### config.mk
export PLATFORM = sky130hd
export DESIGN_NAME = inst_prefetch_buffer_flat
export DESIGN_NICKNAME = d
export VERILOG_FILES = /design/src/rtl/inst_prefetch_buffer_if.sv /design/src/rtl/inst_prefetch_buffer.sv /design/src/flat_wrapper.sv
export SDC_FILE = /design/constraint.sdc
export NUM_CORES = 1
export LEC_CHECK = 0
export BUFFER_PORTS_ARGS = -buffer_cell sky130_fd_sc_hd__buf_2
export CAP_MARGIN = 10
export CORE_MARGIN = 5
export CORE_UTILIZATION = 41
export CTS_CLUSTER_DIAMETER = 100
export DETAILED_ROUTE_END_ITERATION = 8
export GPL_ROUTABILITY_DRIVEN = 0
export PLACE_DENSITY = 0.62
export RECOVER_POWER = 25
export SETUP_SLACK_MARGIN = 0.1
export SLEW_MARGIN = 0
export SYNTH_ARGS = -nofsm -noshare
export SYNTH_HDL_FRONTEND = slang
export SYNTH_SLANG_ARGS = --single-unit
### constraint.sdc
create_clock -name clk -period 5.7 [get_ports clk]
set_clock_uncertainty 0.1 [all_clocks]
set_input_delay 0.285 -clock clk [delete_from_list [all_inputs] [get_ports clk]]
set_output_delay 0.285 -clock clk [all_outputs]
set_load 0.1 [all_outputs]
### src/rtl/inst_prefetch_buffer_if.sv
// Fetch-side bundle: instruction memory port, redirect input
// and the decode-facing head of the prefetch queue.
interface inst_prefetch_buffer_if;
    logic        imem_req;
    logic [31:0] imem_addr;
    logic        imem_gnt;
    logic        imem_rvalid;
    logic [31:0] imem_rdata;
    logic        redirect;
    logic [31:0] redirect_pc;
    logic        out_valid;
    logic [31:0] out_inst;
    logic [31:0] out_pc;
    logic        out_ready;

    modport master (
        output imem_req,
        output imem_addr,
        input  imem_gnt,
        input  imem_rvalid,
        input  imem_rdata,
        input  redirect,
        input  redirect_pc,
        output out_valid,
        output out_inst,
        output out_pc,
        input  out_ready
    );

    modport slave (
        input  imem_req,
        input  imem_addr,
        output imem_gnt,
        output imem_rvalid,
        output imem_rdata,
        output redirect,
        output redirect_pc,
        input  out_valid,
        input  out_inst,
        input  out_pc,
        output out_ready
    );
endinterface

### src/rtl/inst_prefetch_buffer.sv
// Credit-limited instruction prefetch queue between imem and decode.
// Redirects flush the queue and squash responses still in flight.
module inst_prefetch_buffer #(
    parameter int unsigned DEPTH    = 4,
    parameter logic [31:0] RESET_PC = 32'h0000_0000
) (
    input logic                    clk,
    input logic                    rst,
    inst_prefetch_buffer_if.master bus
);

    localparam int unsigned PW = (DEPTH > 1) ? $clog2(DEPTH) : 1;
    localparam int unsigned CW = PW + 1;

    typedef logic [PW-1:0] ptr_t;
    typedef logic [CW-1:0] cnt_t;

    typedef struct packed {
        logic [31:0] pc;
        logic [31:0] inst;
    } entry_t;

    entry_t      mem_q [DEPTH];

    ptr_t        wr_ptr;
    ptr_t        wr_ptr_d;
    ptr_t        rd_ptr;
    ptr_t        rd_ptr_d;
    cnt_t        fifo_count;
    cnt_t        fifo_count_d;
    cnt_t        outstanding;
    cnt_t        outstanding_d;
    cnt_t        discard_cnt;
    cnt_t        discard_cnt_d;
    logic [31:0] fetch_pc;
    logic [31:0] fetch_pc_d;
    logic [31:0] resp_pc;
    logic [31:0] resp_pc_d;
    logic [31:0] target_pc;
    logic [CW:0] credit;

    logic        req;
    logic        accept;
    logic        rsp;
    logic        push;
    logic        pop;
    logic        flush;
    logic        has_head;

    // Queue slots plus in-flight requests never exceed DEPTH,
    // so every response that returns has a slot waiting for it.
    always_comb begin
        target_pc = {bus.redirect_pc[31:2], 2'b00};
        flush     = bus.redirect;
        credit    = {1'b0, fifo_count} + {1'b0, outstanding};
        req       = !rst && !flush &&
                    (credit < (CW+1)'(DEPTH));
        accept    = req && bus.imem_gnt;
        rsp       = bus.imem_rvalid && (outstanding != '0);
        push      = rsp && !flush && (discard_cnt == '0);
        has_head  = (fifo_count != '0);
        pop       = has_head && bus.out_ready && !flush;
    end

    always_comb begin
        fetch_pc_d    = fetch_pc;
        resp_pc_d     = resp_pc;
        wr_ptr_d      = wr_ptr;
        rd_ptr_d      = rd_ptr;
        fifo_count_d  = fifo_count;
        discard_cnt_d = discard_cnt;
        outstanding_d = outstanding + cnt_t'(accept)
                      - cnt_t'(rsp);
        if (flush) begin
            fetch_pc_d    = target_pc;
            resp_pc_d     = target_pc;
            wr_ptr_d      = '0;
            rd_ptr_d      = '0;
            fifo_count_d  = '0;
            discard_cnt_d = outstanding - cnt_t'(rsp);
        end else begin
            if (accept) begin
                fetch_pc_d = fetch_pc + 32'd4;
            end
            if (push) begin
                resp_pc_d = resp_pc + 32'd4;
                wr_ptr_d  = wr_ptr + ptr_t'(1);
            end
            if (pop) begin
                rd_ptr_d = rd_ptr + ptr_t'(1);
            end
            fifo_count_d = fifo_count + cnt_t'(push)
                         - cnt_t'(pop);
            // Squashed words still count against outstanding.
            if (rsp && (discard_cnt != '0)) begin
                discard_cnt_d = discard_cnt - cnt_t'(1);
            end
        end
    end

    always_ff @(posedge clk or posedge rst) begin
        if (rst) begin
            fetch_pc    <= RESET_PC;
            resp_pc     <= RESET_PC;
            wr_ptr      <= '0;
            rd_ptr      <= '0;
            fifo_count  <= '0;
            outstanding <= '0;
            discard_cnt <= '0;
        end else begin
            fetch_pc    <= fetch_pc_d;
            resp_pc     <= resp_pc_d;
            wr_ptr      <= wr_ptr_d;
            rd_ptr      <= rd_ptr_d;
            fifo_count  <= fifo_count_d;
            outstanding <= outstanding_d;
            discard_cnt <= discard_cnt_d;
        end
    end

    always_ff @(posedge clk) begin
        if (push) begin
            mem_q[wr_ptr] <= '{pc: resp_pc,
                               inst: bus.imem_rdata};
        end
    end

    assign bus.imem_req  = req;
    assign bus.imem_addr = fetch_pc;
    assign bus.out_valid = has_head;
    assign bus.out_inst  = has_head ? mem_q[rd_ptr].inst : '0;
    assign bus.out_pc    = has_head ? mem_q[rd_ptr].pc   : '0;

    rsp_needs_request: assert property (
        @(posedge clk) disable iff (rst)
        bus.imem_rvalid |-> (outstanding != '0)
    );

endmodule

### src/flat_wrapper.sv
// flat-port wrapper written by rule: the top's interface ports become plain ports
module inst_prefetch_buffer_flat 
#(
    parameter int unsigned DEPTH    = 4,
    parameter logic [31:0] RESET_PC = 32'h0000_0000
)
  (clk, rst, bus_imem_req, bus_imem_addr, bus_imem_gnt, bus_imem_rvalid, bus_imem_rdata, bus_redirect, bus_redirect_pc, bus_out_valid, bus_out_inst, bus_out_pc, bus_out_ready);
  inst_prefetch_buffer_if bus_i ();
  input logic clk;
  input logic rst;
  output wire logic [$bits(bus_i.imem_req)-1:0] bus_imem_req;
  output wire logic [$bits(bus_i.imem_addr)-1:0] bus_imem_addr;
  input wire logic [$bits(bus_i.imem_gnt)-1:0] bus_imem_gnt;
  input wire logic [$bits(bus_i.imem_rvalid)-1:0] bus_imem_rvalid;
  input wire logic [$bits(bus_i.imem_rdata)-1:0] bus_imem_rdata;
  input wire logic [$bits(bus_i.redirect)-1:0] bus_redirect;
  input wire logic [$bits(bus_i.redirect_pc)-1:0] bus_redirect_pc;
  output wire logic [$bits(bus_i.out_valid)-1:0] bus_out_valid;
  output wire logic [$bits(bus_i.out_inst)-1:0] bus_out_inst;
  output wire logic [$bits(bus_i.out_pc)-1:0] bus_out_pc;
  input wire logic [$bits(bus_i.out_ready)-1:0] bus_out_ready;
  assign bus_imem_req = bus_i.imem_req;
  assign bus_imem_addr = bus_i.imem_addr;
  assign bus_i.imem_gnt = bus_imem_gnt;
  assign bus_i.imem_rvalid = bus_imem_rvalid;
  assign bus_i.imem_rdata = bus_imem_rdata;
  assign bus_i.redirect = bus_redirect;
  assign bus_i.redirect_pc = bus_redirect_pc;
  assign bus_out_valid = bus_i.out_valid;
  assign bus_out_inst = bus_i.out_inst;
  assign bus_out_pc = bus_i.out_pc;
  assign bus_i.out_ready = bus_out_ready;
  inst_prefetch_buffer #(.DEPTH(DEPTH), .RESET_PC(RESET_PC)) u_core (.clk(clk), .rst(rst), .bus(bus_i));
endmodule
Word level (Yosys, flattened, before mapping):

Memories as Yosys holds them, arrays and structs flattened.
Cells that the tools add are included.

* bits of input ports: 70
* register bits: 77
* bits in latches: 0
* RAM bits: 256
* bits in read-only memories: 0
* logic and storage cells: 54
* memories kept: 1

* divide/modulo/power cells: 0
* $lt $le $gt $ge: 1
* bitwise logic cells: 0
* multiply operators: 0
* multiplexer cells: 15
* add/subtract/negate cells: 11
* equality and inequality tests: 0
* shift-type cells: 0
* reductions and logical operators: 19

Memory list
* u_core.mem_q: words 4, width 64, read ports 1, clocked after memory_dff 0, write ports 1, line inst_prefetch_buffer.sv:23 `entry_t mem_q [DEPTH];`

Operators with widths (count)
* 2-to-1 mux 32 bit: 6
* adder 32 x 3 -> 32 bit (second input constant): 2
* logical AND 1 bit: 9
* 2-to-1 mux 3 bit: 3
* nonzero test 3 bit: 3
* subtractor 3 x 1 -> 3 bit: 3
* 2-to-1 mux 2 bit: 4
* nonzero test 2 bit: 4
* adder 3 x 1 -> 3 bit: 2
* adder 2 x 1 -> 2 bit (second input constant): 2
* adder 3 x 3 -> 4 bit: 1
* less-than comparator 4 x 3 -> 1 bit (second input constant): 1
* zero test 3 bit: 1
* subtractor 3 x 1 -> 3 bit (second input constant): 1
* zero test 1 bit: 2
* 2-to-1 mux 1 bit: 2

Depth between registers and ports, before layout:

Gate-level depths: netlist (run 1).

* word-level depth: 7
* mapped depth: 12
* depth with buffers taken out: 11

Least setup slack after synthesis (run 1):

Ideal clock, no wire load.

* path type: flip-flop to flip-flop
* from: reg u_core.discard_cnt[0]
* to: mem u_core.mem_q[0][0] in the netlist's numbering (enable)
* clock period less this slack: 3.151 ns
* arrival: 2.624 ns
* slack: 2.549 ns
* buffers on the path: 1
* cell stages (with the launch flop): 7
* setup time: 0.427 ns
* path through: dfrtp_1 inv_1 ha_1 nand2b_1 nor3_1 buf_2 and2_1

* longest elaborated chain between the ends: 4

Ends and longest elaborated chain
* start, declared: line inst_prefetch_buffer.sv:33 `cnt_t discard_cnt;`
* start signal, assigned: line inst_prefetch_buffer.sv:117 `discard_cnt <= discard_cnt_d;`
* zero test 3 bit: line inst_prefetch_buffer.sv:60 `push = rsp && !flush && (discard_cnt == '0);`
* logical AND 1 bit: line inst_prefetch_buffer.sv:60
* 2-to-1 mux 1 bit: line inst_prefetch_buffer.sv:122 `if (push) begin`
* 2-to-1 mux 1 bit (not written as such): line inst_prefetch_buffer.sv:123 `mem_q[wr_ptr] <= '{pc: resp_pc,`
* end, declared: line inst_prefetch_buffer.sv:23

No other way between the ends.

Worst setup path after layout (run 1):

* from: reg u_core.rd_ptr[0]
* to: out bus_out_pc[19]

* longest elaborated chain between the ends: 2

Ends and longest elaborated chain
* start, declared: line inst_prefetch_buffer.sv:27 `ptr_t rd_ptr;`
* start signal, assigned: line inst_prefetch_buffer.sv:114 `rd_ptr <= rd_ptr_d;`
* memory (4 x 64 bit)
* 2-to-1 mux 32 bit: line inst_prefetch_buffer.sv:132 `assign bus.out_pc = has_head ? mem_q[rd_ptr].pc : '0;`
* end, declared: line flat_wrapper.sv:20 `output wire logic [$bits(bus_i.out_pc)-1:0] bus_out_pc;`

No other way between the ends.

==> reports/metrics.cfg, run 1 <==
[power_and_ir_drop]
irDropWorstVdd_mv=0.346
p_switching_mw=3.18
p_leak_nw=6.06
p_sw_frac=0.406
power_frac_clock=0.282
power_frac_comb=0.348
p_int_mw=4.65
power_density_mw_per_mm2=468
total_power_mw=7.83
seq_power_share=0.370

[die]
io_pins=168
die_area_mm2=0.0371
core_area_mm2=0.0333
dieHeight_um=193
rows=67
start_util=0.411
dieWidth_um=193

[clock_tree]
cts_buffer_depth=3
cts-root-buf=clkbuf_16
cts_setup_buffers=0
cts_resized=0
clk_latency_ns=0.50
numCtsBuffers=35
ctsHtreeMaxLevel=2
clk_pin_slew_ns=0.06
tritoncts=built
clock_sinks=321

[grt]
grt_max_degree=74
grt_pass1_vias=8259
grt_pass1_wl_um=46700
overflow=0
antenna_found_initial=0
grt_usage=0.160

[worst_setup_path]
crit_path_cell_trace=buf_4 > mux4_2 > and2_1 > buf_2
cp.depth=4
r2r_slack_ns=2.51
startpoint_type=flip-flop
critPathMaxFanout=48
path_class=reg2out
cpLargestDelayFamily=flip-flops
path_buf_inv=2
slowest_stage=dfrtp_4
endpoint_kind=primary output
slowest_delay_ns=1.07
crit_arrival_ns=3.15
r2r_cells=7
r2r-end=u_core.bus.imem_addr[30]
critPathCapture=bus_out_pc[19]
crit_path_start=u_core.rd_ptr[0]
cp.required_ns=5.32
timing.rr.start=u_core.outstanding[2]

[finish]
final_common_cell=edfxtp_1
layout-drive-gt1-share=0.245
fin_cells=1570
diodes=0
most-common-layout-cells=edfxtp_1, buf_2, dfrtp_1
nets=1184
area_growth_syn_to_layout_pct=22.0

[synthesis]
synth-edff-count=248
synth_area_mm2=0.0137
synthCells=865
yosys_warnings=0
synthFlopType=edfxtp_1
yosys_register_bits=321
postSynthAreaPerCell_um2=15.8
synth.yosys.seq_area_share=0.678
synthArstFlopShare=0.227
synth_cell_types=55

[sta]
fmax_ghz=0.283
min_period_over_period=0.621
fin_hold_ws_ns=-0.0271
setup_tns_ns=0
finalMaxSlewViolations=0
rsz0062_at_grt=false
period_minus_slack_ns=3.54
finalSetupViolations=0
tightest_slew_ns=0.996
finalHoldViolations=8
maxSlewHeadroom=0.336

[route]
wirelength_um=29700
drtPass1Iterations=5
drcViolationCount=0
ant_nets=0
via_count=8172
post_drt_wl_per_cell_um=18.9
vias_per_cell=5.21
drtIter0Drc=547

[outcome]
status=complete, but fails checks
violations=hold timing

[job]
maxCapViolCount=0

[place]
place_inst=1447
dp_hpwl_um=18600
portBuffers=161

[hold_path]
min_path_type=in2async

worst reg2reg max path, cell delays in order, from the launching register on:
cell,delay (ns)
dfrtp_1,0.43
ha_1,0.32
nor4_2,0.32
nand4_2,0.60
clkinv_2,0.50
nand2_2,0.22
or4_1,0.53
nand3_1,0.09
metal layers:
metal,GRT usage,vias up,share of wire
li1,-,3785,-
met1,0.236,4077,0.46
met2,0.251,275,0.46
met3,0.0286,35,0.067
met4,0.0348,0,0.015
met5,0,-,0
repair_timing:
action / CTS / global route
endpoints found under the setup margin: 0 / 0
endpoints found under the hold margin: 176 / 0
hold buffers: 60 / 0
logic make-up after synthesis:
kind of cell,Yosys count,synth area share
xor+xnor,35,0.0224
buf+inv,65,0.0202
fa+ha+maj,18,0.0176
compound gates,87,0.0416
flops,321,0.678
mux,70,0.108
other cells,1,0.000274
simple gates,268,0.112
worst min-delay path by stage:
stage,depth (start not counted),startpoint,to,slack [ns]
after detailed placement,1,bus_imem_rdata[8],u_core.mem_q[0][8],0.41
after CTS,3,rst,u_core.outstanding[2],0.02
final,3,rst,u_core.outstanding[2],-0.03
after global routing,3,rst,u_core.outstanding[1],0.07
after floorplan,0,bus_imem_rdata[0],u_core.mem_q[0][0],0.28
after global placement,1,bus_imem_rdata[1],u_core.mem_q[1][1],0.40
Yosys cell counts, types with 12 or more instances:
cell      count  area share
edfxtp_1    248        0.54
and2_1       73       0.033
dfrtp_1      73        0.13
mux4_2       62        0.10
nand2_1      61       0.017
o21ai_0      36       0.013
nor2_1       29      0.0080
clkbuf_1     25      0.0069
nand3_1      25      0.0091
nand4_1      24       0.011
inv_1        20      0.0055
xor2_1       20       0.013
ha_1         16       0.015
xnor2_1      15      0.0096
o211ai_1     14      0.0077
and3_1       13      0.0059
buf_2        13      0.0048
o311ai_0     12      0.0077
cell type report:
type                       count  area (µm²)
fill                        2822       16600
sequential                   321        9280
multi-input combinational    482        4160
timing repair buffer         235        1500
clock buffer                  44         931
tap                          448         561
clock inverter                19         201
inverter                      21        80.1
state kept, by name, summed over array words and instances, names as in the netlist:
signal,cells
u_core.rd_ptr,2
u_core.resp_pc,30
u_core.discard_cnt,3
u_core.fifo_count,3
u_core.outstanding,3
u_core.mem_q,248
u_core.bus.imem_addr,30
u_core.wr_ptr,2
power groups by stage:
stage / Clock, mW / Sequential (mW) / Combinational, mW
floorplan: 0 / 3.03 / 2.15
global placement: 0 / 2.94 / 2.71
detailed placement: 0 / 2.95 / 2.72
CTS: 2.27 / 2.90 / 2.76
global route: 2.37 / 2.93 / 2.86
finish: 2.21 / 2.90 / 2.72
metrics by stage:
stage | setup WS, ns | util | instance area, µm²
2_1_floorplan | 2.55 | - | 13700
3_5_place_dp | 2.54 | 0.451 | 15000
6_report | 2.16 | 0.502 | 16700
3_3_place_gp | 2.56 | 0.451 | 15000
4_1_cts | 2.00 | 0.503 | 16700
5_1_grt | 1.90 | 0.502 | 16700
(Power assumes the default switching activity.)
==> run 2: changes to the inputs <==
==> constraint.sdc (replaced) <==
create_clock -name clk -period 3.3 [get_ports clk]
set_clock_uncertainty 0.1 [all_clocks]
set_input_delay 0.165 -clock clk [delete_from_list [all_inputs] [get_ports clk]]
set_output_delay 0.165 -clock clk [all_outputs]
set_load 0.1 [all_outputs]
==> run 2 against run 1 <==
Effect of this change:
- the flow now finishes without violations
- register-to-register slack lost 2.0 ns
- final cell count rose by 0.51%
- worst hold slack better by 0.21 ns
- first-iteration DRC count decreased by 25%
- non-clock buffer count grew 7
- clock-buffer cell count down 4
- wire length rose by 2.0%
- sequential power up 70%
- sequential cell count did not move
- critical path depth is 3 higher
- critical path type is now reg2reg
- largest power group unchanged
- highest routed layer unchanged
==> reports/metrics.cfg, run 2 (synthesis gave the netlist of run 1 again) <==
[worst_setup_path]
path_buf_inv=1  ; -1
r2r_slack_ns=0.48  ; -2.03 ns
timing.rr.start=u_core.outstanding[2]
startpoint_type=flip-flop
crit_arrival_ns=3.17  ; +0.02 ns
slowest_stage=or4_1
slowest_delay_ns=0.54  ; -0.53 ns
path_class=reg2reg
critPathMaxFanout=19  ; -60%
crit_path_cell_trace=ha_1 > nor4_2 > nand4_2 > clkinv_2 > nand2_2 > or4_1 > nand3_1
cpLargestDelayFamily=simple AND/OR/NAND/NOR gates
crit_path_start=u_core.outstanding[2]
cp.required_ns=3.64  ; -1.68 ns
endpoint_kind=flip-flop

[finish]
regMostFlops=u_core.mem_q
layout-drive-gt1-share=0.252  ; +0.00711
nets=1191  ; +0.59%
fin_cells=1578  ; +0.51%
final_common_cell=edfxtp_1
largest_register_ffs=248  ; unchanged
most-common-layout-cells=edfxtp_1, buf_2, dfrtp_1
area_growth_syn_to_layout_pct=23.3
final_area_mm2=0.0169  ; +1.0%
diodes=0  ; unchanged

[outcome]
status=completed

[clock_tree]
cts_buffer_depth=3  ; unchanged
ctsHtreeMaxLevel=2  ; unchanged
cts_setup_buffers=0  ; unchanged
clk_latency_ns=0.51  ; about the same
cts-root-buf=clkbuf_16
tritoncts=built
numCtsBuffers=35  ; unchanged
clock_sinks=321  ; unchanged
clk_pin_slew_ns=0.06  ; about the same

[place]
portBuffers=161  ; unchanged
place_area_mm2=0.0151  ; +0.52%
dp_hpwl_um=19200  ; +3.1%
place_inst=1449  ; +0.14%

[power_and_ir_drop]
p_switching_mw=5.56  ; +75%
power_frac_clock=0.287  ; +0.005
power_density_mw_per_mm2=811  ; +73%
p_leak_nw=6.12  ; +1.0%
seq_power_share=0.359  ; -0.011
p_sw_frac=0.407  ; +0.000701
power_frac_comb=0.354  ; +0.006
irDropWorstVdd_mv=0.626  ; +81%
p_int_mw=8.12  ; +75%
total_power_mw=13.7  ; +75%

[grt]
grt_pass1_vias=8510  ; +3.0%
grt_pass1_wl_um=47700  ; +2.1%
antenna_found_initial=0  ; unchanged
grt_usage=0.163  ; +0.00301
grt_max_degree=65  ; -12%
overflow=0  ; unchanged

[route]
via_count=8224  ; +0.64%
drcViolationCount=0  ; unchanged
drtIter0Drc=412  ; -25%
post_drt_wl_per_cell_um=19.2  ; +1.4%
vias_per_cell=5.21  ; +0.13%
drtPass1Iterations=4  ; -1
ant_nets=0  ; unchanged
wirelength_um=30300  ; +2.0%

[sta]
tightest_slew_ns=0.857  ; -0.139 ns
finalMaxSlewViolations=0  ; unchanged
rsz0062_at_grt=false
finalSetupViolations=0  ; unchanged
fmax_ghz=0.354
min_period_over_period=0.856
period_minus_slack_ns=2.82
finalHoldViolations=0  ; -8
maxSlewHeadroom=0.429  ; +0.0929
fin_hold_ws_ns=0.179  ; +0.206 ns
setup_tns_ns=0  ; unchanged

[hold_path]
min-delay-start=bus_imem_gnt
min_path_type=in2reg

[die]
start_util=0.411  ; unchanged
core_area_mm2=0.0333  ; unchanged
rows=67  ; unchanged
io_pins=168  ; unchanged
die_area_mm2=0.0371  ; unchanged
dieHeight_um=193  ; unchanged
dieWidth_um=193  ; unchanged

[job]
maxCapViolCount=0  ; unchanged

run 2: changes by cell type in the layout (fill, tap and decap cells not counted), sizes merged:
cell,change
clkinvlp,+4
clkbuf,-3
dlygate4sd3,+5
clkinv,+1
buf,+1
run 2: through the flow:
| stage | util | setup slack (ns) |
|---|---|---|
| finish | 0.507 | 0.476 |
| detailed placement | 0.453 | 0.485 |
| floorplan | - | 0.149 |
| CTS | 0.508 | 0.407 |
| global placement | 0.453 | 0.537 |
| global route | 0.507 | 0.326 |
run 2: what timing repair did:
action	in CTS	in global routing
gates resized for setup	0	0
setup endpoints to repair	0	0
hold buffers	65	0
endpoints found under the hold margin	210	0
run 2: area by class of cell:
class / instances / area, µm²
Fill cell: 2787 / 16400
Inverter: 21 / 80.1
Timing Repair Buffer: 242 / 1620
Sequential cell: 321 / 9280
Multi-Input combinational cell: 482 / 4160
Clock inverter: 24 / 240
Tap cell: 448 / 561
Clock buffer: 40 / 936
run 2: worst reg2reg max path, delay by kind of cell (launching register included):
kind	cells	cell delay [ns]
flip-flops	1	0.44
AND/OR/NAND/NOR	5	1.52
adder cells (fa/ha/maj)	1	0.33
buffers and inverters	1	0.37
run 2: power by group through the flow:
stage / Sequential, mW / Clock (mW) / Combinational [mW]
after global placement: 4.99 / 0 / 4.83
after global routing: 4.96 / 4.19 / 5.12
after detailed placement: 5.00 / 0 / 4.85
after floorplan: 5.23 / 0 / 3.71
after CTS: 4.92 / 4.03 / 4.91
final: 4.92 / 3.92 / 4.84
run 2: worst paths after layout:
kind	endpoint	cells after the start
min reg2reg	u_core.bus.imem_addr[24]	1
max in group asynchronous	u_core.resp_pc[29]	4
min in group asynchronous	u_core.outstanding[1]	3
min	u_core.bus.imem_addr[25]	4
max reg2reg	u_core.bus.imem_addr[30]	7
max	u_core.bus.imem_addr[30]	7
run 2: layer usage:
| metal | vias up | global-route usage | wire (µm) |
|---|---|---|---|
| met5 | - | 0 | 0 |
| met3 | 42 | 0.0273 | 1930 |
| li1 | 3808 | - | - |
| met1 | 4103 | 0.234 | 13700 |
| met4 | 0 | 0.0411 | 615 |
| met2 | 271 | 0.261 | 14000 |
